`config.mk`:
```
export PLATFORM = sky130hd
export DESIGN_NAME = mips_inst_encoder_flat
export DESIGN_NICKNAME = d
export VERILOG_FILES = /design/src/rtl/mips_inst_encoder_if.sv /design/src/rtl/mips_inst_encoder.sv /design/src/flat_wrapper.sv
export SDC_FILE = /design/constraint.sdc
export NUM_CORES = 1
export LEC_CHECK = 0
export BUFFER_PORTS_ARGS = -buffer_cell sky130_fd_sc_hd__buf_2
export CORE_MARGIN = 10
export CORE_UTILIZATION = 41
export DETAILED_ROUTE_END_ITERATION = 6
export MAX_ROUTING_LAYER = met4
export PLACE_DENSITY = 0.7
export SYNTH_ARGS = -nofsm -noshare
export SYNTH_HDL_FRONTEND = slang
export SYNTH_SLANG_ARGS = --single-unit
```
`constraint.sdc`:
```
create_clock -name clk -period 2.8 [get_ports clk]
set_input_delay 0 -clock clk [delete_from_list [all_inputs] [get_ports clk]]
set_output_delay 0 -clock clk [all_outputs]
set_load 0.01 [all_outputs]
```
`src/rtl/mips_inst_encoder_if.sv`:
```
// Bus between the boot/test sequencer (master) and the instruction encoder (slave):
// symbolic instruction handshake, control pulses, memory write port and status.
interface mips_inst_encoder_if #(
    parameter int ADDR_W = 6
) ();
    logic              clr;
    logic              seal;
    logic              in_valid;
    logic              in_ready;
    logic [4:0]        in_op;
    logic [4:0]        in_rs;
    logic [4:0]        in_rt;
    logic [4:0]        in_rd;
    logic [15:0]       in_imm;
    logic [25:0]       in_target;
    logic              mem_we;
    logic [ADDR_W-1:0] mem_addr;
    logic [31:0]       mem_wdata;
    logic [ADDR_W:0]   count;
    logic              full;
    logic              sealed;
    logic              err;

    modport master (
        output clr, seal, in_valid, in_op, in_rs, in_rt, in_rd, in_imm, in_target,
        input  in_ready, mem_we, mem_addr, mem_wdata, count, full, sealed, err
    );

    modport slave (
        input  clr, seal, in_valid, in_op, in_rs, in_rt, in_rd, in_imm, in_target,
        output in_ready, mem_we, mem_addr, mem_wdata, count, full, sealed, err
    );
endinterface

```
`src/rtl/mips_inst_encoder.sv`:
```
// Assembles symbolic MIPS instructions into machine words and streams them into
// consecutive instruction-memory words, optionally sealing the program with a halt loop.
module mips_inst_encoder #(
    parameter int ADDR_W = 6
) (
    input  logic                clk,
    input  logic                rst,
    mips_inst_encoder_if.slave  bus
);
    localparam logic [1:0] ST_LOAD   = 2'd0;
    localparam logic [1:0] ST_FULL   = 2'd1;
    localparam logic [1:0] ST_SEALED = 2'd2;

    localparam logic [ADDR_W:0] CAPACITY = {1'b1, {ADDR_W{1'b0}}};
    localparam logic [ADDR_W:0] CNT_ONE  = {{ADDR_W{1'b0}}, 1'b1};

    logic [1:0]        state_q, state_d;
    logic [ADDR_W:0]   count_q, count_d;
    logic              err_q, err_d;
    logic              we_q, we_d;
    logic [ADDR_W-1:0] addr_q, addr_d;
    logic [31:0]       wdata_q, wdata_d;

    logic        full;
    logic        sealed;
    logic        in_ready;
    logic        accept;
    logic        legal;
    logic [31:0] word;

    assign full     = (count_q == CAPACITY);
    assign sealed   = (state_q == ST_SEALED);
    assign in_ready = !full && !sealed && !bus.seal && !bus.clr && !rst;
    assign accept   = bus.in_valid && in_ready;

    // Unused fields of each format are dropped here so they never leak into the word.
    always_comb begin
        legal = 1'b1;
        word  = 32'd0;
        case (bus.in_op)
            5'd0:  word = {6'b000000, bus.in_rs, bus.in_rt, bus.in_rd, 5'd0, 6'b100000};
            5'd1:  word = {6'b000000, bus.in_rs, bus.in_rt, bus.in_rd, 5'd0, 6'b100010};
            5'd2:  word = {6'b000000, bus.in_rs, bus.in_rt, bus.in_rd, 5'd0, 6'b100100};
            5'd3:  word = {6'b000000, bus.in_rs, bus.in_rt, bus.in_rd, 5'd0, 6'b100101};
            5'd4:  word = {6'b000000, bus.in_rs, bus.in_rt, bus.in_rd, 5'd0, 6'b100110};
            5'd5:  word = {6'b000000, bus.in_rs, bus.in_rt, bus.in_rd, 5'd0, 6'b100111};
            5'd6:  word = {6'b000000, bus.in_rs, bus.in_rt, bus.in_rd, 5'd0, 6'b101011};
            5'd7:  word = {6'b000000, bus.in_rs, bus.in_rt, bus.in_rd, 5'd0, 6'b000100};
            5'd8:  word = {6'b000000, bus.in_rs, 15'd0, 6'b001000};
            5'd9:  word = {6'b001000, bus.in_rs, bus.in_rt, bus.in_imm};
            5'd10: word = {6'b001100, bus.in_rs, bus.in_rt, bus.in_imm};
            5'd11: word = {6'b001110, bus.in_rs, bus.in_rt, bus.in_imm};
            5'd12: word = {6'b001011, bus.in_rs, bus.in_rt, bus.in_imm};
            5'd13: word = {6'b100011, bus.in_rs, bus.in_rt, bus.in_imm};
            5'd14: word = {6'b101011, bus.in_rs, bus.in_rt, bus.in_imm};
            5'd15: word = {6'b000100, bus.in_rs, bus.in_rt, bus.in_imm};
            5'd16: word = {6'b000101, bus.in_rs, bus.in_rt, bus.in_imm};
            5'd17: word = {6'b000010, bus.in_target};
            5'd18: word = {6'b000011, bus.in_target};
            default: legal = 1'b0;
        endcase
    end

    always_comb begin
        state_d = state_q;
        count_d = count_q;
        err_d   = err_q;
        we_d    = 1'b0;
        addr_d  = addr_q;
        wdata_d = wdata_q;
        if (bus.clr) begin
            state_d = ST_LOAD;
            count_d = '0;
            err_d   = 1'b0;
        end else if (bus.seal) begin
            if (state_q == ST_LOAD) begin
                // Halt loop: a jump whose target is its own word address.
                we_d    = 1'b1;
                addr_d  = count_q[ADDR_W-1:0];
                wdata_d = {6'b000010, 26'(count_q)};
                count_d = count_q + CNT_ONE;
                state_d = ST_SEALED;
            end else if (state_q == ST_FULL) begin
                err_d = 1'b1;
            end
        end else if (accept) begin
            if (legal) begin
                we_d    = 1'b1;
                addr_d  = count_q[ADDR_W-1:0];
                wdata_d = word;
                count_d = count_q + CNT_ONE;
                if (count_q + CNT_ONE == CAPACITY) begin
                    state_d = ST_FULL;
                end
            end else begin
                err_d = 1'b1;
            end
        end
    end

    always_ff @(posedge clk or posedge rst) begin
        if (rst) begin
            state_q <= ST_LOAD;
            count_q <= '0;
            err_q   <= 1'b0;
            we_q    <= 1'b0;
            addr_q  <= '0;
            wdata_q <= 32'd0;
        end else begin
            state_q <= state_d;
            count_q <= count_d;
            err_q   <= err_d;
            we_q    <= we_d;
            addr_q  <= addr_d;
            wdata_q <= wdata_d;
        end
    end

    assign bus.in_ready  = in_ready;
    assign bus.mem_we    = we_q;
    assign bus.mem_addr  = addr_q;
    assign bus.mem_wdata = wdata_q;
    assign bus.count     = count_q;
    assign bus.full      = full;
    assign bus.sealed    = sealed;
    assign bus.err       = err_q;
endmodule

```
`src/flat_wrapper.sv`:
```
// flat-port wrapper written by rule: the top's interface ports become plain ports
module mips_inst_encoder_flat 
#(
    parameter int ADDR_W = 6
)
  (clk, rst, bus_clr, bus_seal, bus_in_valid, bus_in_op, bus_in_rs, bus_in_rt, bus_in_rd, bus_in_imm, bus_in_target, bus_in_ready, bus_mem_we, bus_mem_addr, bus_mem_wdata, bus_count, bus_full, bus_sealed, bus_err);
  mips_inst_encoder_if #(.ADDR_W(ADDR_W)) bus_i ();
  input  logic clk;
  input  logic rst;
  input wire logic [$bits(bus_i.clr)-1:0] bus_clr;
  input wire logic [$bits(bus_i.seal)-1:0] bus_seal;
  input wire logic [$bits(bus_i.in_valid)-1:0] bus_in_valid;
  input wire logic [$bits(bus_i.in_op)-1:0] bus_in_op;
  input wire logic [$bits(bus_i.in_rs)-1:0] bus_in_rs;
  input wire logic [$bits(bus_i.in_rt)-1:0] bus_in_rt;
  input wire logic [$bits(bus_i.in_rd)-1:0] bus_in_rd;
  input wire logic [$bits(bus_i.in_imm)-1:0] bus_in_imm;
  input wire logic [$bits(bus_i.in_target)-1:0] bus_in_target;
  output wire logic [$bits(bus_i.in_ready)-1:0] bus_in_ready;
  output wire logic [$bits(bus_i.mem_we)-1:0] bus_mem_we;
  output wire logic [$bits(bus_i.mem_addr)-1:0] bus_mem_addr;
  output wire logic [$bits(bus_i.mem_wdata)-1:0] bus_mem_wdata;
  output wire logic [$bits(bus_i.count)-1:0] bus_count;
  output wire logic [$bits(bus_i.full)-1:0] bus_full;
  output wire logic [$bits(bus_i.sealed)-1:0] bus_sealed;
  output wire logic [$bits(bus_i.err)-1:0] bus_err;
  assign bus_i.clr = bus_clr;
  assign bus_i.seal = bus_seal;
  assign bus_i.in_valid = bus_in_valid;
  assign bus_i.in_op = bus_in_op;
  assign bus_i.in_rs = bus_in_rs;
  assign bus_i.in_rt = bus_in_rt;
  assign bus_i.in_rd = bus_in_rd;
  assign bus_i.in_imm = bus_in_imm;
  assign bus_i.in_target = bus_in_target;
  assign bus_in_ready = bus_i.in_ready;
  assign bus_mem_we = bus_i.mem_we;
  assign bus_mem_addr = bus_i.mem_addr;
  assign bus_mem_wdata = bus_i.mem_wdata;
  assign bus_count = bus_i.count;
  assign bus_full = bus_i.full;
  assign bus_sealed = bus_i.sealed;
  assign bus_err = bus_i.err;
  mips_inst_encoder #(.ADDR_W(ADDR_W)) u_core (.clk(clk), .rst(rst), .bus(bus_i));
endmodule
```
==> flow_metrics.tcl <==
set metrics [dict create \
    synth-xor-area-share_pct 0.324 \
    syn_inst 266 \
    cts.sink_count 48 \
    synth_compound_area_share_pct 27.7 \
    rsz0062_at_grt "no" \
    status "completed" \
    vias 2703 \
    syn2layout_area_growth_pct 37.8 \
    tightest_slew_ns 0.619 \
    drtPass1Iterations 4 \
    async_flop_share_pct 100 \
    insertion_delay_ns 0.30 \
    required_ns 3.00 \
    ys_ff_latch 48 \
    critPathCaptureType "register" \
    ant_nets 0 \
    peakVddDrop_v 0.000232 \
    drv_slew 0 \
    power.density_nw_per_um2 410 \
    drtIter0Drc 139 \
    p_sw_mw 0.438 \
    finalSetupTns_ns 0 \
    min_period_ns 2.38 \
    worst-path-buf-inv 1 \
    worstPathCellList "or4b_4, nor3b_4, o22ai_4, nand2_4, inv_4, mux2_4" \
    ys_seq_area_share_pct 44.4 \
    syn_area_um2 2710 \
    clockBufferDepth 2 \
    synthSimpleGateAreaFrac_pct 13.9 \
    grt_max_degree 49 \
    p_clk_share_pct 28.4 \
    ctsResizeCount 0 \
    synth_top_family_by_area "compound AO/OA/AOI/OAI gates" \
    clk_pin_slew_ns 0.09 \
    clock.fmax_ghz 0.419 \
    dieArea_um2 10200 \
    grt_use_total_pct 17.8 \
    worstPathArrival_ns 2.58 \
    final_nets 473 \
    routed_wl_mm 8.89 \
    pwr-share-seq_pct 49.1 \
    max_slew_margin_pct 58.3 \
    critPathLaunchType "register" \
    sw_frac_of_total_pct 28.6 \
    start_util_pct 42.4 \
    muxShareOfSynthArea_pct 5.78 \
    postCtsSetupRepairBufs 0 \
    syn-num-nets 335 \
    yosys_warnings 0 \
    io_buffers 115 \
    hold_buffers 34 \
    skew_ns 0.00223 \
    gp_congestion 0.926 \
    synth_fa_ha_area_share_pct 0.925 \
    regArea_um2 1200 \
    grt_overflow 0 \
    n_fill_cell 567 \
    cts_buffers 5 \
    layout-drive-gt1-share_pct 36.4 \
    synth_edf_count 0 \
    cp_top_family "simple AND/OR/NAND/NOR gates" \
    antenna_found_initial 0 \
    rows 29 \
    root_buffer "clkbuf_8" \
    grt_pass1_vias 2856 \
    io_pins 117 \
    drc_errors 0 \
    pwr-share-comb_pct 22.4 \
    fin_cells 481 \
    die_w_um 101 \
    setup_viol 0 \
    cts_htree_levels 2 \
    multi_input_area_um2 1320 \
    post-route-period-util_pct 85.2 \
    cts_tree "yes" \
    cp_slowest_cell "or4b_4" \
    cpPeakStageDelay_ns 0.58 \
    ys.flop_type "dfrtp_1" \
    diodes 0 \
    hold_viol 0 \
    max_cap_viol_count 0 \
    core_area_um2 6390 \
    grt_pass1_wl_mm 14.3 \
    hold_path_class "input pin to register" \
    via_per_inst 5.62 \
    holdWs_ns 0.00666 \
    dp_cells 440 \
    critPathKind "register to register" \
    synth_cell_type_count 52 \
    hpwlAfterDp_mm 6.37 \
    wl_per_cell_um 18.5 \
    synth.avg_cell_area_um2 10.2 \
    die_h_um 101 \
    crit_fanout 17 \
    p_leak_nw 1.80 \
    p_int_mw 1.09 \
]
power by group through the flow:
stage | logic [mW] | clock network (mW) | registers [mW]
floorplan | 0.168 | 0 | 0.777
global placement | 0.298 | 0 | 0.764
finish | 0.343 | 0.435 | 0.751
detailed placement | 0.302 | 0 | 0.765
CTS | 0.343 | 0.442 | 0.751
global route | 0.379 | 0.475 | 0.756
cells in the final DEF, fill, tap and decap left out, drive strengths merged, types with 12 or more instances in the layout:
cell	n
dlygate4sd3	34
nand2	12
mux2	12
dfrtp	48
inv	14
o2bb2ai	26
nand3	12
a22oi	17
o21ai	13
buf	121
worst paths after layout:
path                                           from                       end  slack, ns  depth (start not counted)
max                             u_core.bus.count[4]   u_core.bus.mem_wdata[2]       0.42                          6
min                                  bus_in_imm[12]  u_core.bus.mem_wdata[12]      0.007                          3
max reg2reg                     u_core.bus.count[4]   u_core.bus.mem_wdata[2]       0.42                          6
min in group asynchronous                       rst   u_core.bus.mem_wdata[3]       0.42                          4
max in group asynchronous                       rst         u_core.state_q[0]       1.98                          4
min reg2reg                u_core.bus.mem_wdata[16]  u_core.bus.mem_wdata[16]       0.49                          1
stage by stage:
step	cell area, µm²	setup WS (ns)	utilization [%]	total power, mW
final	3730	0.415	58.4	1.53
after global routing	3730	0.326	58.4	1.61
after CTS	3730	0.411	58.4	1.54
after detailed placement	3300	0.427	51.6	1.07
after global placement	3300	0.520	51.6	1.06
after floorplan	2710	0.309	-	0.945
cell families after synthesis:
kind of cell / count (synthesis)
simple gates: 64
buf+inv: 38
other cells: 1
fa+ha+maj: 2
flops: 48
xor+xnor: 1
mux: 13
compound gates: 99
routing by layer:
layer | GRT usage [%] | vias to the layer above | wire length, µm
met1 | 21.3 | 1303 | 3660
met5 | - | - | 0
met3 | 5.65 | 9 | 758
li1 | - | 1286 | -
met4 | 3.86 | 0 | 99
met2 | 28.6 | 105 | 4380
state kept, by name (all words and copies together) (netlist names):
signal                cells
u_core.bus.count          7
u_core.bus.err            1
u_core.bus.mem_addr       6
u_core.bus.mem_wdata     31
u_core.bus.mem_we         1
u_core.state_q            2
tightest hold or removal path, delay by kind of cell:
family	cells	cell delay, ns
buf+inv	1	0.08
compound gates	2	0.19
cells in the mapped netlist, types with 4 or more instances:
library cell	count	area, µm²
dfrtp_1	48	1200
mux2_2	9	101
a31oi_1	7	43.8
nand2b_1	6	37.5
o21ai_0	13	65.1
o2bb2ai_1	26	228
nor2_1	7	26.3
nand3_1	12	60.1
a22oi_1	17	128
nand2_1	11	41.3
or3_1	4	25.0
nor2b_1	6	37.5
a222oi_1	5	50.1
inv_1	13	48.8
buf_2	8	40.0
clkbuf_1	11	41.3
a21oi_1	10	50.1
cell type report:
| cell class | instances | share of cell area, % |
|---|---|---|
| inverter | 14 | 1.48 |
| tap | 77 | 2.58 |
| sequential | 48 | 32.2 |
| clock inverter | 1 | 0.235 |
| timing repair buffer | 155 | 25.8 |
| clock buffer | 6 | 2.21 |
| multi-input combinational | 180 | 35.5 |
Note: power is estimated with default switching activity, not from simulation.
